==> src/rtl/rank_order_spike_tx.sv <==
// Rank-order AER transmitter: captures a sorted pixel-ID frame on start and streams
// one spike event per rank over valid/ready, with an optional idle gap after each event.
module rank_order_spike_tx #(
  parameter int IMAGE_SIZE      = 5,
  parameter int IMAGE_SIZE_BITS = $clog2(IMAGE_SIZE),
  parameter int INDEX_BITS      = 4,
  parameter int SPIKE_GAP       = 0
) (
  input  logic                                  CLK,
  input  logic                                  RST,
  input  logic [IMAGE_SIZE-1:0][INDEX_BITS-1:0] sorted_indexes,
  input  logic                                  start,
  input  logic [IMAGE_SIZE_BITS:0]              num_spikes,
  output logic                                  aer_valid,
  input  logic                                  aer_ready,
  output logic [INDEX_BITS-1:0]                 aer_addr,
  output logic [IMAGE_SIZE_BITS:0]              aer_rank,
  output logic                                  busy,
  output logic                                  done,
  output logic                                  err_index
);

  localparam int RW = IMAGE_SIZE_BITS + 1;
  localparam int GW = (SPIKE_GAP > 1) ? $clog2(SPIKE_GAP) : 1;
  localparam logic [RW-1:0] SIZE_R = RW'(IMAGE_SIZE);

  typedef enum logic [1:0] {IDLE, SEND, GAP, DONE} state_t;

  state_t                                state, state_n;
  logic [IMAGE_SIZE-1:0][INDEX_BITS-1:0] buffer, buffer_n;
  logic [RW-1:0]                         rank, rank_n, count, count_n;
  logic [GW-1:0]                         gap_cnt, gap_cnt_n;
  logic [INDEX_BITS-1:0]                 entry;
  logic                                  entry_ok, valid_n, err_n;

  always_comb begin
    state_n   = state;
    buffer_n  = buffer;
    rank_n    = rank;
    count_n   = count;
    gap_cnt_n = gap_cnt;
    err_n     = err_index;
    case (state)
      IDLE: if (start) begin
        buffer_n = sorted_indexes;
        rank_n   = '0;
        err_n    = 1'b0;
        count_n  = (num_spikes > SIZE_R) ? SIZE_R : num_spikes;
        state_n  = (count_n == '0) ? DONE : SEND;
      end
      // In SEND, aer_valid low means the current entry is invalid and is skipped
      SEND: if (!aer_valid || aer_ready) begin
        rank_n = rank + 1'b1;
        if (rank_n == count) state_n = DONE;
        else if (aer_valid && SPIKE_GAP > 0) begin
          state_n   = GAP;
          gap_cnt_n = GW'(SPIKE_GAP - 1);
        end
      end
      GAP: begin
        if (gap_cnt == '0) state_n = SEND;
        else gap_cnt_n = gap_cnt - 1'b1;
      end
      DONE:    state_n = IDLE;
      default: state_n = IDLE;
    endcase

    // Outputs are registered, so the entry for the next rank is looked up here
    entry = '0;
    for (int unsigned i = 0; i < IMAGE_SIZE; i++)
      if (rank_n == RW'(i)) entry = buffer_n[i];
    entry_ok = 32'(entry) < 32'(IMAGE_SIZE);
    valid_n  = (state_n == SEND) && entry_ok;
    if (state_n == SEND && !entry_ok) err_n = 1'b1;
  end

  always_ff @(posedge CLK or posedge RST) begin
    if (RST) begin
      state     <= IDLE;
      buffer    <= '0;
      rank      <= '0;
      count     <= '0;
      gap_cnt   <= '0;
      aer_valid <= 1'b0;
      aer_addr  <= '0;
      aer_rank  <= '0;
      busy      <= 1'b0;
      done      <= 1'b0;
      err_index <= 1'b0;
    end else begin
      state     <= state_n;
      buffer    <= buffer_n;
      rank      <= rank_n;
      count     <= count_n;
      gap_cnt   <= gap_cnt_n;
      aer_valid <= valid_n;
      if (state_n == SEND) aer_addr <= entry;
      aer_rank  <= rank_n;
      busy      <= (state_n != IDLE);
      done      <= (state_n == DONE);
      err_index <= err_n;
    end
  end

endmodule

==> config.mk <==
export PLATFORM = sky130hd
export DESIGN_NAME = rank_order_spike_tx
export DESIGN_NICKNAME = d
export VERILOG_FILES = /design/src/rtl/rank_order_spike_tx.sv
export SDC_FILE = /design/constraint.sdc
export NUM_CORES = 1
export LEC_CHECK = 0
export BUFFER_PORTS_ARGS = -buffer_cell sky130_fd_sc_hd__buf_2
export CORE_UTILIZATION = 49
export DETAILED_ROUTE_END_ITERATION = 10
export PLACE_DENSITY = 0.75
export SYNTH_ARGS = -nofsm -noshare
export SYNTH_HDL_FRONTEND = slang
export SYNTH_SLANG_ARGS = --single-unit
export TNS_END_PERCENT = 20
==> constraint.sdc <==
create_clock -name CLK -period 2.49 [get_ports CLK]
set_clock_uncertainty 0.05 [all_clocks]
set_input_delay 0.249 -clock CLK [delete_from_list [all_inputs] [get_ports CLK]]
set_output_delay 0.249 -clock CLK [all_outputs]
set_load 0.05 [all_outputs]
==> results.py <==
metrics = {
    "timing": {
        "max_clock_freq_mhz": 405.3,
        "finalHoldViolCount": 0,
        "tightestPinTransition_ps": 510.3,
        "final_period_util_pct": 99.09,
        "timing.setup.tns_ps": 0,
        "finalCriticalPeriod_ps": 2467,
        "fin_hold_ws_ps": 156.6,
        "maxSlewHeadroom_pct": 65.94,
        "rsz0062_at_grt": "true",
        "report.final.slew_viol_count": 0,
        "setup-violations-final": 0,
    },
    "worst_setup_path": {
        "worstSetupPathType": "reg2reg",
        "crit_path_max_incr_delay_ps": 410,
        "required_ps": 2610,
        "rr_endpoint": "aer_addr[0]",
        "worstSetupStartpointType": "flip-flop",
        "cp_slowest_cell": "sky130_fd_sc_hd__dfrtp_1",
        "r2r.worst_path.cells": 10,
        "worstSetupEndpoint": "aer_addr[0]",
        "cp_cell_sequence": "inv_2 > ha_4 > mux2i_4 > buf_12 > a221oi_4 > buf_12 > mux2i_2 > mux2_4 > o22ai_4 > mux2_2",
        "reg2reg_from": "state[0]",
        "worst-endpoint-arrival_ps": 2590,
        "worstSetupEndpointType": "flip-flop",
        "critical_path.most_common_cell": "sky130_fd_sc_hd__buf_12",
        "r2r_slack_ps": 20,
        "worst-path-max-fanout": 5,
        "critPathLaunch": "state[0]",
    },
    "route": {
        "first_pass_iters": 4,
        "drt-wirelength-per-cell_um": 16.10,
        "post-route-drc-count": 0,
        "route.antenna.remaining_nets": 0,
        "routed_wl_um": 4379,
        "dr.first_iter.drc_count": 81,
        "avgViaCountPerCell": 5.390,
        "via_count": 1466,
    },
    "synthesis": {
        "netlist-cell-type-count": 37,
        "syn_area_per_cell_um2": 11.52,
        "synth_sequential_area_ratio_pct": 49.13,
        "synth.net_count": 199,
        "synth-seq-cells": 38,
        "synth_cells": 168,
        "synth.cell_area_mm2": 0.001936,
        "total_of_warnings_raised_by_yosys": 0,
    },
    "die": {
        "std_cell_rows": 22,
        "design.portCount": 40,
        "floorplan.core_area_mm2": 0.003716,
        "floorplan.initialDensity_pct": 52.09,
        "die-area_mm2": 0.004206,
        "die_h_um": 64.85,
        "floorplan.die.width_um": 64.85,
    },
    "layout": {
        "nets": 254,
        "finalCoreUtilization_pct": 66.97,
        "regArea_um2": 953.4,
        "multi_input_combinational_cell_area_um2": 954.7,
        "insertedDiodeCount": 0,
        "final.fill_count": 291,
        "synthToLayoutAreaGrowth_pct": 28.57,
        "layout-drive-gt1-share_pct": 44.64,
        "final_cells": 272,
    },
    "global_route": {
        "grt_overflow_total": 0,
        "first_global_vias": 1590,
        "grt_pass1_wl_um": 6975,
        "grt_max_degree": 26,
        "antenna_violations_before_repair": 0,
        "grt.total_usage_pct": 22.37,
    },
    "placement": {
        "dp.cells": 260,
        "gpl.final_weighted_congestion": 0.8480,
        "port_buffers": 39,
        "detailed_place_hpwl_um": 3144,
    },
    "min_path": {
        "min_path_type": "in2reg",
    },
    "status": {
        "run_status": "complete, no violations",
    },
    "clock_network": {
        "clock_tree.htree_level_count": 2,
        "cts_inserted_buffers": 5,
        "cts_root_buf": "sky130_fd_sc_hd__clkbuf_8",
        "tritoncts": "built",
        "cts_sinks": 38,
        "clock_latency_ps": 290,
        "clk_transition_reported_paths_ps": 70,
        "cts_max_path_buffers": 2,
    },
    "flow_run": {
        "maxCapViolations": 0,
    },
    "power_and_ir_drop": {
        "power_per_cell_area_mw_per_mm2": 1629,
        "cellLeakagePower_uw": 0.001210,
        "peakVddDrop_mv": 0.7849,
    },
}
## cell families (layout without fill, tap and decap cells)
logic type	Yosys count	after routing	synth area share, %
buffers and inverters	23	79	5.042
AO/OA/AOI/OAI	22	22	10.02
multiplexers	35	35	19.72
AND/OR/NAND/NOR	40	40	10.99
adder cells (fa/ha/maj)	3	3	1.939
flip-flops	38	38	49.13
XOR/XNOR	7	7	3.167
## flip-flops by register name, summed over array words and instances, names as in the netlist
name	count
buffer	20
aer_addr	4
count	4
rank	4
state	2
aer_valid	1
busy	1
done	1
err_index	1
## routing by layer
layer,GRT usage [%],vias up,wire (um)
li1,-,689,-
met1,25.43,732,1798
met2,38.93,37,2302
met3,6.162,8,186
met4,9.722,0,91
met5,0,-,0
## synthesized netlist by cell type
master	n	area [um^2]
sky130_fd_sc_hd__o21ai_0	3	15.01
sky130_fd_sc_hd__or2_2	1	6.260
sky130_fd_sc_hd__dfrtp_1	38	950.9
sky130_fd_sc_hd__nand3_1	2	10.01
sky130_fd_sc_hd__nand2_1	6	22.52
sky130_fd_sc_hd__nand2b_1	1	6.260
sky130_fd_sc_hd__a21boi_0	1	7.510
sky130_fd_sc_hd__and4b_1	2	20.02
sky130_fd_sc_hd__o22ai_2	1	12.51
sky130_fd_sc_hd__mux2_2	22	247.7
sky130_fd_sc_hd__clkbuf_1	5	18.77
sky130_fd_sc_hd__buf_4	3	22.52
sky130_fd_sc_hd__nor2_1	9	33.78
sky130_fd_sc_hd__o22ai_1	3	18.77
sky130_fd_sc_hd__or3_1	1	6.260
sky130_fd_sc_hd__nand4_1	1	6.260
sky130_fd_sc_hd__xnor2_1	5	43.79
sky130_fd_sc_hd__mux2i_1	12	120.1
sky130_fd_sc_hd__o21ai_1	2	10.01
sky130_fd_sc_hd__a211oi_1	2	15.01
sky130_fd_sc_hd__a21o_1	2	15.01
sky130_fd_sc_hd__o2bb2ai_1	1	8.760
sky130_fd_sc_hd__a22oi_1	1	7.510
sky130_fd_sc_hd__a221oi_4	2	52.55
sky130_fd_sc_hd__xor2_1	2	17.52
sky130_fd_sc_hd__nor3_1	6	30.03
sky130_fd_sc_hd__o2111ai_1	1	8.760
sky130_fd_sc_hd__inv_1	15	56.30
sky130_fd_sc_hd__nor2b_1	4	25.02
sky130_fd_sc_hd__mux2i_2	1	13.76
sky130_fd_sc_hd__a22o_1	1	8.760
sky130_fd_sc_hd__nor4_1	1	6.260
sky130_fd_sc_hd__a21oi_1	1	5.000
sky130_fd_sc_hd__and2_1	5	31.28
sky130_fd_sc_hd__nor4b_1	1	8.760
sky130_fd_sc_hd__a221oi_1	1	8.760
sky130_fd_sc_hd__ha_1	3	37.54
## per-stage QoR
stage	worst slack [ps]	total power (uW)	area [um^2]
3_5_place_dp	42.98	3338	2287
5_1_grt	-117.7	4313	2489
2_1_floorplan	-5.335	2677	1938
3_3_place_gp	119.3	3251	2287
4_1_cts	26.99	3742	2377
6_report	22.55	4054	2489
## what timing repair did
action,CTS,global route
resized for setup,0,17
setup buffers,0,2
hold endpoints to repair,13,0
setup endpoints to repair,0,6
hold buffers,1,0
## placed cells by master (no fill, tap or decap), types with 2 or more instances in the layout
| master | synthesis | routed |
|---|---|---|
| sky130_fd_sc_hd__and2_1 | 5 | 3 |
| sky130_fd_sc_hd__nor3_1 | 6 | 6 |
| sky130_fd_sc_hd__buf_2 | 0 | 39 |
| sky130_fd_sc_hd__a221oi_4 | 2 | 2 |
| sky130_fd_sc_hd__o21ai_1 | 2 | 2 |
| sky130_fd_sc_hd__xor2_1 | 2 | 2 |
| sky130_fd_sc_hd__clkbuf_8 | 0 | 5 |
| sky130_fd_sc_hd__inv_1 | 15 | 13 |
| sky130_fd_sc_hd__a211oi_1 | 2 | 2 |
| sky130_fd_sc_hd__nor2_1 | 9 | 9 |
| sky130_fd_sc_hd__o22ai_2 | 1 | 3 |
| sky130_fd_sc_hd__dfrtp_1 | 38 | 36 |
| sky130_fd_sc_hd__o21ai_0 | 3 | 3 |
| sky130_fd_sc_hd__xnor2_1 | 5 | 5 |
| sky130_fd_sc_hd__buf_4 | 3 | 11 |
| sky130_fd_sc_hd__nand2_1 | 6 | 6 |
| sky130_fd_sc_hd__and4b_1 | 2 | 2 |
| sky130_fd_sc_hd__clkbuf_1 | 5 | 3 |
| sky130_fd_sc_hd__mux2_2 | 22 | 21 |
| sky130_fd_sc_hd__nand3_1 | 2 | 2 |
| sky130_fd_sc_hd__nor2b_1 | 4 | 4 |
| sky130_fd_sc_hd__dfrtp_2 | 0 | 2 |
| sky130_fd_sc_hd__inv_2 | 0 | 2 |
| sky130_fd_sc_hd__buf_12 | 0 | 3 |
| sky130_fd_sc_hd__a21o_1 | 2 | 2 |
| sky130_fd_sc_hd__mux2i_1 | 12 | 11 |
## worst max-delay path: cells and delay by family (launching register included)
kind,cells,cell delay (ps)
flops,1,410
compound gates,2,450
fa+ha+maj,1,170
mux,4,880
buf+inv,3,380
## power breakdown
group          total (uW)  internal [uW]  switching (uW)  leakage, uW
Combinational        2580           1240            1340     0.000717
Sequential           1070            914             160     0.000454
Clock                 395            199             196    0.0000395
## cell type report
type                    instances  share of cell area (%)
well taps                      48                   2.413
inverters                      15                   2.262
repair buffers                 56                   15.43
multi-input cells             107                   38.36
clock buffers                   8                   3.218
flip-flops and latches         38                   38.31
## worst min-delay path by stage
stage / from / end / slack (ps) / depth (start not counted)
CTS: sorted_indexes[19] / buffer[19] / 140 / 3
global placement: RST / buffer[9] / 240 / 2
detailed placement: RST / buffer[14] / 250 / 2
floorplan: num_spikes[1] / count[1] / 330 / 1
global route: sorted_indexes[15] / buffer[15] / 160 / 2
finish: num_spikes[1] / count[1] / 160 / 2
Note: power is estimated with default switching activity, not from simulation.
